File: src/rtl/pc_gen.sv
// Fetch PC generator: holds the fetch PC, issues icache requests,
// applies prioritised redirects and flags misaligned targets.
module pc_gen #(
  parameter int unsigned     XLEN       = 64,
  parameter logic [XLEN-1:0] RESET_ADDR = 64'h8000_0000,
  parameter int unsigned     NUM_REDIR  = 3,
  parameter int unsigned     STEP       = 4,
  parameter int unsigned     ALIGN      = 4
) (
  input  logic                      clk,
  input  logic                      rst,
  input  logic                      stall_i,
  input  logic                      flush_i,
  input  logic [NUM_REDIR-1:0]      redir_valid_i,
  input  logic [NUM_REDIR*XLEN-1:0] redir_pc_i,
  output logic                      fetch_valid_o,
  input  logic                      fetch_ready_i,
  output logic [XLEN-1:0]           fetch_addr_o,
  output logic [XLEN-1:0]           pc_o,
  output logic [NUM_REDIR-1:0]      redir_taken_o,
  output logic                      misalign_o,
  output logic [XLEN-1:0]           misalign_pc_o
);

  typedef enum logic {
    BOOT = 1'b0,
    RUN  = 1'b1
  } state_t;

  localparam logic [XLEN-1:0] ALIGN_MASK = XLEN'(ALIGN - 1);
  localparam logic [XLEN-1:0] STEP_INC   = XLEN'(STEP);

  state_t                 state_q;
  state_t                 state_d;
  logic [XLEN-1:0]        fetch_pc_q;
  logic [NUM_REDIR-1:0]   sel_oh;
  logic [XLEN-1:0]        sel_pc;
  logic                   any_redir;
  logic                   sel_misalign;
  logic                   handshake;

  // state register; BOOT is entered only through reset
  always_ff @(posedge clk) begin
    if (rst) state_q <= BOOT;
    else     state_q <= state_d;
  end

  // BOOT holds for one cycle, RUN is sticky
  always_comb begin
    state_d = state_q;
    unique case (state_q)
      BOOT:    state_d = RUN;
      RUN:     state_d = RUN;
      default: state_d = BOOT;
    endcase
  end

  // request is withdrawn while stalled or while the PC is being steered
  always_comb begin
    fetch_valid_o = 1'b0;
    if (state_q == RUN)
      fetch_valid_o = ~stall_i & ~flush_i & ~any_redir;
  end

  // lowest asserted channel wins; scan from the top so it overrides
  always_comb begin
    sel_oh = '0;
    sel_pc = '0;
    for (int i = NUM_REDIR - 1; i >= 0; i--) begin
      if (redir_valid_i[i]) begin
        sel_oh    = '0;
        sel_oh[i] = 1'b1;
        sel_pc    = redir_pc_i[i*XLEN +: XLEN];
      end
    end
  end

  assign any_redir     = |redir_valid_i;
  assign sel_misalign  = |(sel_pc & ALIGN_MASK);
  assign redir_taken_o = flush_i ? '0 : sel_oh;
  assign handshake     = fetch_valid_o & fetch_ready_i;
  assign fetch_addr_o  = fetch_pc_q;

  // fetch PC, committed PC and misalign report
  always_ff @(posedge clk) begin
    if (rst) begin
      fetch_pc_q    <= RESET_ADDR;
      pc_o          <= RESET_ADDR;
      misalign_o    <= 1'b0;
      misalign_pc_o <= '0;
    end else begin
      misalign_o <= 1'b0;
      if (flush_i) begin
        fetch_pc_q <= RESET_ADDR;
      end else if (any_redir) begin
        if (sel_misalign) begin
          misalign_o    <= 1'b1;
          misalign_pc_o <= sel_pc;
        end else begin
          fetch_pc_q <= sel_pc;
        end
      end else if (handshake) begin
        pc_o       <= fetch_pc_q;
        fetch_pc_q <= fetch_pc_q + STEP_INC;
      end
    end
  end

endmodule

File: config.mk
export PLATFORM = sky130hd
export DESIGN_NAME = pc_gen
export DESIGN_NICKNAME = d
export VERILOG_FILES = /design/src/rtl/pc_gen.sv
export SDC_FILE = /design/constraint.sdc
export NUM_CORES = 1
export LEC_CHECK = 0
export BUFFER_PORTS_ARGS = -buffer_cell sky130_fd_sc_hd__buf_4
export CORE_MARGIN = 2
export CORE_UTILIZATION = 30
export DETAILED_ROUTE_END_ITERATION = 10
export PLACE_DENSITY = 0.55
export RECOVER_POWER = 25
export SYNTH_ARGS = -nofsm -noshare
export SYNTH_HDL_FRONTEND = slang
export SYNTH_SLANG_ARGS = --single-unit
File: constraint.sdc
create_clock -name clk -period 3.15 [get_ports clk]
set_input_delay 0.1575 -clock clk [delete_from_list [all_inputs] [get_ports clk]]
set_output_delay 0.1575 -clock clk [all_outputs]
set_load 0.01 [all_outputs]
Word level (Yosys, flattened, before mapping)
Cells that the tools add are included.
{"block": "classes", "reduce_logical": 8, "mux": 13, "mul": 0, "bitwise_logic": 6, "magnitude_cmp": 0, "shifts": 0, "addsub": 1, "n_eq_ne": 1, "div_mod_pow": 0}
{"cell": "two-way mux 64 bit", "count": 6}
{"cell": "adder 64 x 3 -> 64 bit (second input constant)", "count": 1}
{"cell": "two-way mux 3 bit", "count": 4}
{"cell": "AND reduction 3 bit", "count": 2}
{"cell": "OR reduction 3 bit", "count": 2}
{"cell": "OR reduction 2 bit", "count": 2}
{"cell": "bitwise AND 1 bit", "count": 3}
{"cell": "two-way mux 1 bit", "count": 3}
{"cell": "inverter 1 bit", "count": 3}
{"cell": "!= test 2 bit (second input constant)", "count": 1}
{"cell": "AND reduction 2 bit", "count": 1}
{"cell": "nonzero test 2 bit", "count": 1}
{"block": "word_totals", "output_inout_bits": 197, "ram_bits": 0, "memories": 0, "reg_bits": 194, "inputBits": 200, "rom_bits": 0, "word_cells": 34, "latch_bits": 0}

Longest topological paths before layout
Gate-level depths: netlist of run 1.
{"block": "depth", "ltp_word": 7, "mapped_depth": 9, "mapped_depth_nobuf": 7}

Least setup slack after synthesis of run 1
OpenSTA, ideal clock, no wires.
{"block": "synth_path", "path_type": "flip-flop to flip-flop", "start": "register fetch_pc_q[2] (netlist: fetch_addr_o[2])", "end": "register fetch_pc_q[48] (netlist: fetch_addr_o[48])", "t_required_ns": 3.073, "path_buffers": 1, "setup_ns": 0.077, "arrival_ns": 2.423, "slack_ns": 0.650, "path_stages_with_launch": 9, "synth_period_minus_slack_ns": 2.500, "path_cell_list": "dfxtp_1 > ha_1 > and3_1 > or4b_4 > buf_6 > nor4_4 > nand3_1 > or3_1 > a41oi_2"}
{"block": "synth_via", "elab_chain_cells": 3}
{"element": "from (decl)", "line": "35", "text": "logic [XLEN-1:0] fetch_pc_q;"}
{"element": "from (signal assigned)", "line": "100", "text": "fetch_pc_q <= sel_pc;"}
{"element": "from (signal assigned)", "line": "104", "text": "fetch_pc_q <= fetch_pc_q + STEP_INC;"}
{"element": "adder 64 x 3 -> 64 bit", "line": "104"}
{"element": "two-way mux 64 bit", "line": "102", "text": "end else if (handshake) begin"}
{"element": "two-way mux 64 bit", "line": "95", "text": "end else if (any_redir) begin"}
No other way between the ends. The select of a mux whose other input is x is not followed.
A chain may end at the register's enable or synchronous reset.

Worst setup path after layout of run 1
{"block": "layout_path", "start": "register fetch_pc_q[10] (netlist: fetch_addr_o[10])", "end": "register fetch_pc_q[47] (netlist: fetch_addr_o[47])"}
Same word-level chain as after synthesis.

==> flow_summary.toml, run 1 <==
[run_status]
status = "finished with violations"
violations = "max-capacitance violations, max-slew violations"

[detailed_routing]
routed_wl_um = 48900
vias_per_cell = 5.41
wl_per_cell_um = 22.2
first_iter_violations = 1067
antenna_left = 0
drtPass1Iterations = 5
vias = 11900
drc_errors = 0

[timing]
grt_setup_unrepaired = "no"
drv_slew = 70
tns_ns = 0
setup_viol_count_final = 0
relSlewSlack = -0.0340
hold_viol = 0
tightest_slew_ns = 1.55
period_needed_ns = 2.77
max_freq_ghz = 0.361
timing.final.crit_share = 0.879
finClkSkew_ns = 0.0241

[yosys]
synth_top_family_by_area = "simple AND/OR/NAND/NOR gates"
async_flop_share = 0
muxShareOfSynthArea = 0.00102
synth-adder-area-share = 0.00127
synth-xor-area-share = 0
synth_compound_area_frac = 0.270
ys_seq_elements = 194
synth_top_cell_by_area = "dfxtp_1"
yosysTopAreaCellShare = 0.394
synth_cell_type_count = 66
yosysSeqAreaShare = 0.394
synth_warnings = 0
synth_simple_gate_area_frac = 0.282
synth_edf_count = 0
syn-cell-area_um2 = 9860
synth_flop_cell = "dfxtp_1"
avgSynthCellArea_um2 = 7.03
syn-num-nets = 1603
synth.area.top_cells = "dfxtp_1 (39%), nand2_1 (14%), a21oi_1 (10%)"
synth_cells = 1402

[die]
pin_count = 397
die_area_um2 = 34300
die_w_um = 185
die_y_um = 185
rows = 66
core_area_um2 = 32500
initial_core_util = 0.304

[layout]
layout-drive-gt1-share = 0.230
utilization = 0.420
fillers = 3518
synthToLayoutAreaGrowth_pct = 38.2
nNetsFinal = 1948
post-route-cell-area_um2 = 13600

[worst_setup_path]
critPathMaxFanout = 10
ff2ff_path_depth = 6
timing_worst_setup_path_type = "register to register"
cp.arrival_ns = 3.11
endpoint = "fetch_addr_o[47]"
r2r_end = "fetch_addr_o[47]"
startpoint_type = "register"
r2r_start = "fetch_addr_o[10]"
cp-end-kind = "register"
cp-startpoint = "fetch_addr_o[10]"
regToRegSetupSlack_ns = 0.38
cp_data_required_time_ns = 3.49

[clock_network]
cts_tree = "done"
cts_max_level = 4
cts_buffers = 17
hold_buffers = 0
cts-resized-gates = 0
clockBufferDepth = 2
clk_pin_slew_ns = 0.08
postCtsSetupBuffers = 0
clk_latency_ns = 0.47
cts_root_buffer = "clkbuf_16"
cts_sinks = 194

[global_routing]
met2_usage = 0.409
grt_pass1_vias = 10700
grtUsageMet1 = 0.406
antenna_found_initial = 4
grt.busiest_layer = "met2"
grt_max_degree = 70
grt_pass1_wl_um = 70800
grt_usage = 0.278
overflow = 0
grtUsageMet3 = 0.0602

[place]
place_area_um2 = 13400
gp_congestion = 0.939
port_buffers = 396
hpwlAfterDp_um = 37000

[pwr]
leakage_uw = 0.00516
power.density_nw_per_um2 = 432
power_uw = 5890
vdd_drop_max_mv = 0.416

[hold_path]
min_path_type = "input pin to register"

[job]
maxCapViolations = 1
## flip-flops by register name, indices dropped and copies added (netlist names)
| register | cells |
|---|---|
| fetch_addr_o | 64 |
| misalign_pc_o | 64 |
| pc_o | 64 |
| misalign_o | 1 |
| state_q | 1 |
## where the power goes
group	switching [µW]	internal, µW	leakage [µW]
registers	76.3	2530	0.00157
clock network	1120	1140	0.000280
logic	603	416	0.00331
## per-stage QoR
stage	hold WS [ns]	cells	worst slack (ns)
floorplan	0.358	1402	0.650
global placement	0.442	2170	0.476
detailed placement	0.447	2170	0.401
CTS	0.0295	2202	0.393
global route	0.0354	2205	0.239
finish	0.0435	2205	0.380
## Yosys cell counts, drive strengths merged (3+ instances only)
library cell  count
nand3b            3
or4               4
o22ai             5
and2              6
and3             16
and4              4
a31oi            11
nand3            23
dfxtp           194
a2bb2oi           3
a21oi           200
a22oi            60
o31ai             4
nor4             22
clkbuf          100
or3               9
or2               3
o21a              4
nor2b             3
nor2             59
o21ai           133
nand4            35
a221o             3
o21bai            5
nand2           375
a21o              4
buf              20
inv               9
o311a             3
nor3             48
## logic make-up (layout without fill, tap and decap cells)
logic type | count (synthesis) | count (layout)
AND/OR/NAND/NOR | 617 | 617
AO/OA/AOI/OAI | 460 | 460
flip-flops | 194 | 194
buffers and inverters | 129 | 487
adder cells (fa/ha/maj) | 1 | 1
multiplexers | 1 | 1
other | 0 | 3
## cell type report
type / instances / area [µm²] / area share
Sequential cell: 194 / 3880 / 0.285
Antenna cell: 3 / 7.51 / 0.000551
Clock inverter: 13 / 138 / 0.0101
Inverter: 9 / 33.8 / 0.00248
Tap cell: 442 / 553 / 0.0406
Multi-Input combinational cell: 1079 / 5520 / 0.405
Clock buffer: 19 / 443 / 0.0325
Timing Repair Buffer: 446 / 3050 / 0.224
## worst max-delay path, stage by stage (launching register included)
cell and delay [ns]:
dfxtp_1 0.56, nand4_1 0.25, or4_1 0.72, nor4_2 0.40
and3_1 0.33, o21ai_0 0.10, a32o_1 0.30
## placed cells by master (no fill, tap or decap), types with 4 or more instances in the layout
master and n:
inv_6 6, or4_1 4, buf_12 5, o22ai_1 5, and4_1 4, a21oi_1 200, and2_1 4, nand4_1 35
nand3_1 22, nor3_1 45, a21o_1 4, clkbuf_1 96, nand2_1 374, and3_1 16, inv_1 9, a31oi_1 11
dfxtp_1 194, o21a_1 4, or3_1 9, nor2_1 58, o21bai_1 5, a22oi_1 60, nor4_1 19, o21ai_0 132
buf_4 345, clkbuf_16 17
## how the worst min path moves through the flow
stage | startpoint | endpoint | depth (start not counted)
2_1_floorplan | flush_i | redir_taken_o[0] | 1
3_3_place_gp | pc_o[33] | pc_o[33] | 2
5_1_grt | rst | pc_o[35] | 2
4_1_cts | rst | pc_o[61] | 2
6_report | rst | pc_o[38] | 2
3_5_place_dp | misalign_pc_o[16] | misalign_pc_o[16] | 2
## metal layers
layer	vias to the layer above	wire, µm
li1	5662	-
met1	5676	22700
met2	544	21200
met3	47	4060
met4	0	964
met5	-	0
(Power assumes the default switching activity.)
==> run 2, diff against run 1 <==
--- a/config.mk
+++ b/config.mk
@@ -10,7 +10,7 @@
 export CORE_UTILIZATION = 30
 export DETAILED_ROUTE_END_ITERATION = 10
 export PLACE_DENSITY = 0.55
-export RECOVER_POWER = 25
+export SKIP_CTS_REPAIR_TIMING = 1
 export SYNTH_ARGS = -nofsm -noshare
 export SYNTH_HDL_FRONTEND = slang
 export SYNTH_SLANG_ARGS = --single-unit
==> run 2 against run 1 <==
The run now ends clean. Largest cell class unchanged. Sequential power is essentially flat. Wire length about the same. Setup slack worse by 0.015 ns. Clock skew is 0.0014 ns lower. Total power is 0.33% higher. Clock-buffer cell count did not move. Clock power is essentially flat. Highest routed layer unchanged. Sequential share of layout area decreased by 0.73 points. Cell count did not move.
==> flow_summary.toml, run 2 (synthesis gave the netlist of run 1 again) <==
[pwr]
power.density_nw_per_um2 = 422
power_uw = 5900
pwr-share-seq = 0.441
p_sw_uw = 1800
pwr-share-comb = 0.176
p_int_uw = 4110
clock_power_share = 0.383
p_sw_frac = 0.304
vdd_drop_max_mv = 0.411
leakage_uw = 0.00556

[place]
hpwlAfterDp_um = 37000
gp_congestion = 0.939
port_buffers = 396

[run_status]
status = "complete, no violations"

[timing]
hold_viol = 0
period_needed_ns = 2.79
tightest_slew_ns = 0.952
relSlewSlack = 0.358
grt_setup_unrepaired = "no"
drv_slew = 0
max_freq_ghz = 0.359
setup_viol_count_final = 0
timing.final.crit_share = 0.884
tns_ns = 0
finClkSkew_ns = 0.0227

[clock_network]
clk_pin_slew_ns = 0.08
cts_sinks = 194
clk_latency_ns = 0.46
cts_root_buffer = "clkbuf_16"
clockBufferDepth = 2
cts_buffers = 17
cts_tree = "done"
cts_max_level = 4

[global_routing]
grtUsageMet1 = 0.406
grt_pass1_wl_um = 70800
overflow = 0
grtUsageMet3 = 0.0602
grt_pass1_vias = 10700
antenna_found_initial = 4
grt_usage = 0.278
grt_max_degree = 70
met2_usage = 0.409
grt.busiest_layer = "met2"

[worst_setup_path]
timing_worst_setup_path_type = "register to register"
ff2ff_path_depth = 6
path_cells = "nand4_1 -> nor3_1 -> nand4_1 -> nor4_1 -> o21ai_0 -> a21oi_1"
cp.arrival_ns = 3.16
startpoint_type = "register"
cp_data_required_time_ns = 3.53
regToRegSetupSlack_ns = 0.36
path_buf_inv = 0
critPathMostFrequentCell = "nand4_1"
slowest_delay_ns = 0.73
cp-end-kind = "register"
r2r_end = "fetch_addr_o[53]"
crit_family = "simple AND/OR/NAND/NOR gates"
critPathMaxFanout = 8
cp_slowest_cell = "nor3_1"
r2r_start = "fetch_addr_o[7]"

[die]
die_area_um2 = 34300
pin_count = 397
die_w_um = 185
rows = 66
die_y_um = 185
initial_core_util = 0.304
core_area_um2 = 32500

[layout]
mostFrequentLayoutCells = "buf_4 (441), nand2_1 (374), a21oi_1 (200)"
layout-drive-gt1-share = 0.284
seq_area_um2 = 3880
fillers = 3464
synthToLayoutAreaGrowth_pct = 41.9
layout_commonest_cell = "buf_4"
multi_input_area_um2 = 5520
nNetsFinal = 1948

[detailed_routing]
drtPass1Iterations = 5
antenna_left = 0
drc_errors = 0
vias = 12000
routed_wl_um = 49000
first_iter_violations = 1102
wl_per_cell_um = 22.2
vias_per_cell = 5.45

[hold_path]
min_from = "rst"
holdPathStages = 2
hold_path_end = "pc_o[38]"
min_path_type = "input pin to register"

[job]
maxCapViolations = 0
[run 2: worst max-delay path by stage]
stage | start | endpoint | slack, ns | cells after the start
after floorplan | fetch_addr_o[2] | fetch_addr_o[48] | 0.65 | 8
after global placement | fetch_addr_o[10] | fetch_addr_o[47] | 0.48 | 6
after detailed placement | fetch_addr_o[10] | fetch_addr_o[47] | 0.40 | 6
after CTS | fetch_addr_o[10] | fetch_addr_o[47] | 0.39 | 6
after global routing | fetch_addr_o[4] | fetch_addr_o[53] | 0.24 | 6
final | fetch_addr_o[7] | fetch_addr_o[53] | 0.36 | 6
[run 2: layout make-up]
class / count / share of cell area
Antenna cell: 3 / 0.000537
Clock buffer: 19 / 0.0317
Clock inverter: 13 / 0.00984
Inverter: 9 / 0.00242
Multi-Input combinational cell: 1079 / 0.394
Sequential cell: 194 / 0.278
Tap cell: 442 / 0.0395
Timing Repair Buffer: 446 / 0.244
[run 2: power groups by stage]
stage	Combinational, µW	Clock [µW]	Sequential (µW)
final	1040	2260	2600
after detailed placement	1030	0	2660
after floorplan	410	0	2670
after global placement	1030	0	2660
after global routing	1120	2380	2620
after CTS	1030	2300	2600
[run 2: stage by stage]
stage / hold WS (ns) / worst slack (ns) / util / area (µm²) / cells
detailed placement: 0.447 / 0.401 / 0.413 / 13400 / 2170
finish: 0.0455 / 0.365 / 0.431 / 14000 / 2205
global placement: 0.442 / 0.476 / 0.413 / 13400 / 2170
floorplan: 0.358 / 0.650 / - / 9860 / 1402
CTS: 0.0295 / 0.393 / 0.431 / 14000 / 2202
global route: 0.0359 / 0.239 / 0.431 / 14000 / 2205
[run 2: layer usage]
| metal | share of wire | routed length [µm] | up-vias |
|---|---|---|---|
| met4 | 0.019 | 925 | 0 |
| li1 | - | - | 5660 |
| met1 | 0.46 | 22500 | 5722 |
| met2 | 0.44 | 21300 | 572 |
| met3 | 0.086 | 4190 | 53 |
| met5 | 0 | 0 | - |
==> run 3, diff against run 2 <==
--- a/config.mk
+++ b/config.mk
@@ -9,7 +9,7 @@
 export CORE_MARGIN = 2
 export CORE_UTILIZATION = 30
 export DETAILED_ROUTE_END_ITERATION = 10
-export PLACE_DENSITY = 0.55
+export PLACE_DENSITY = 0.61
 export SKIP_CTS_REPAIR_TIMING = 1
 export SYNTH_ARGS = -nofsm -noshare
 export SYNTH_HDL_FRONTEND = slang
==> run 3 against run 2 <==
Flip-flop and latch count did not move. Via count fell by 0.62%. Clock power about the same. Total power is 0.27% lower. First-iteration DRC count decreased by 11%. Largest power group unchanged. Design area about the same. Maximum frequency is 1.2% lower. Core utilization barely moved. Critical path depth rose by 1. Setup slack worse by 0.033 ns. Critical endpoint is now fetch_addr_o[48].
==> flow_summary.toml, run 3 (synthesis gave the netlist of run 1 again) <==
[die]
die_area_um2 = 34300
rows = 66
core_area_um2 = 32500
pin_count = 397
die_y_um = 185
die_w_um = 185
initial_core_util = 0.304

[layout]
diodes = 0
instances_no_fill = 2207
mostFrequentLayoutCells = "buf_4 (447), nand2_1 (374), a21oi_1 (200)"
layout-drive-gt1-share = 0.286
synthToLayoutAreaGrowth_pct = 42.0
nNetsFinal = 1953
layout_commonest_cell = "buf_4"

[detailed_routing]
wl_per_cell_um = 21.9
routed_wl_um = 48400
drc_errors = 0
first_iter_violations = 984
vias_per_cell = 5.41
vias = 11900
drtPass1Iterations = 7
antenna_left = 0

[clock_network]
cts_buffers = 17
clockBufferDepth = 2
cts_tree = "done"
cts_sinks = 194
cts_max_level = 4
clk_pin_slew_ns = 0.07
cts_root_buffer = "clkbuf_16"
clk_latency_ns = 0.46

[worst_setup_path]
cp-end-kind = "register"
critPathMaxFanout = 8
cp_data_required_time_ns = 3.52
cp_slowest_cell = "or4b_4"
cp.arrival_ns = 3.19
crit_family = "simple AND/OR/NAND/NOR gates"
path_cells = "ha_1 -> and3_1 -> or4b_4 -> nor4_4 -> nand3_1 -> or3_1 -> a41oi_2"
path_buf_inv = 0
startpoint_type = "register"
timing_worst_setup_path_type = "register to register"
slowest_delay_ns = 0.57

[timing]
relSlewSlack = 0.347
tns_ns = 0
hold_viol = 0
timing.final.crit_share = 0.895
finClkSkew_ns = 0.0142
period_needed_ns = 2.82
setup_viol_count_final = 0
drv_slew = 0
grt_setup_unrepaired = "no"
max_freq_ghz = 0.355
tightest_slew_ns = 0.969

[global_routing]
grt_max_degree = 106
overflow = 0
grt_pass1_wl_um = 70600
grt_usage = 0.276
grt_pass1_vias = 10900
antenna_found_initial = 2

[place]
gp_congestion = 0.894
port_buffers = 396
place_inst = 2175
hpwlAfterDp_um = 37100

[pwr]
vdd_drop_max_mv = 0.385
leakage_uw = 0.00559
power.density_nw_per_um2 = 421
power_uw = 5890

[run_status]
status = "complete, no violations"

[hold_path]
min_path_type = "input pin to register"

[job]
maxCapViolations = 0
==> run 3: final timing paths <==
kind / startpoint / to / slack, ns / cells after the start
max: fetch_addr_o[3] / fetch_addr_o[48] / 0.33 / 7
max reg2reg: fetch_addr_o[3] / fetch_addr_o[48] / 0.33 / 7
min: flush_i / misalign_pc_o[61] / 0.11 / 4
min reg2reg: misalign_pc_o[63] / misalign_pc_o[63] / 0.45 / 2
==> run 3: worst min-delay path, stage by stage <==
cell,delay [ns]
buf_4,0.14
nor3_2,0.09
nand2_1,0.06
a21oi_1,0.05
==> run 3: layer usage <==
metal / GRT usage / routed length [µm]
met1: 0.388 / 22000
met3: 0.0663 / 4130
met5: 0 / 15
met4: 0.0606 / 704
met2: 0.424 / 21600
==> run 3: area by class of cell <==
cell class | instances | area [µm²]
clock inverters | 14 | 145
fillers | 3380 | 18500
well taps | 442 | 553
flip-flops and latches | 194 | 3880
multi-input cells | 1079 | 5520
repair buffers | 451 | 3440
clock buffers | 18 | 429
inverters | 9 | 33.8
==> run 3: power breakdown <==
| group | switching [µW] | internal [µW] |
|---|---|---|
| Sequential | 76.5 | 2530 |
| Clock | 1120 | 1120 |
| Combinational | 604 | 442 |
==> run 3: per-stage QoR <==
step / area [µm²] / hold WS, ns / setup WS [ns] / util
finish: 14000 / 0.105 / 0.332 / 0.431
global route: 14000 / 0.117 / 0.214 / 0.431
CTS: 14000 / 0.0816 / 0.369 / 0.431
detailed placement: 13400 / 0.447 / 0.415 / 0.414
global placement: 13400 / 0.443 / 0.513 / 0.414
floorplan: 9860 / 0.358 / 0.650 / -
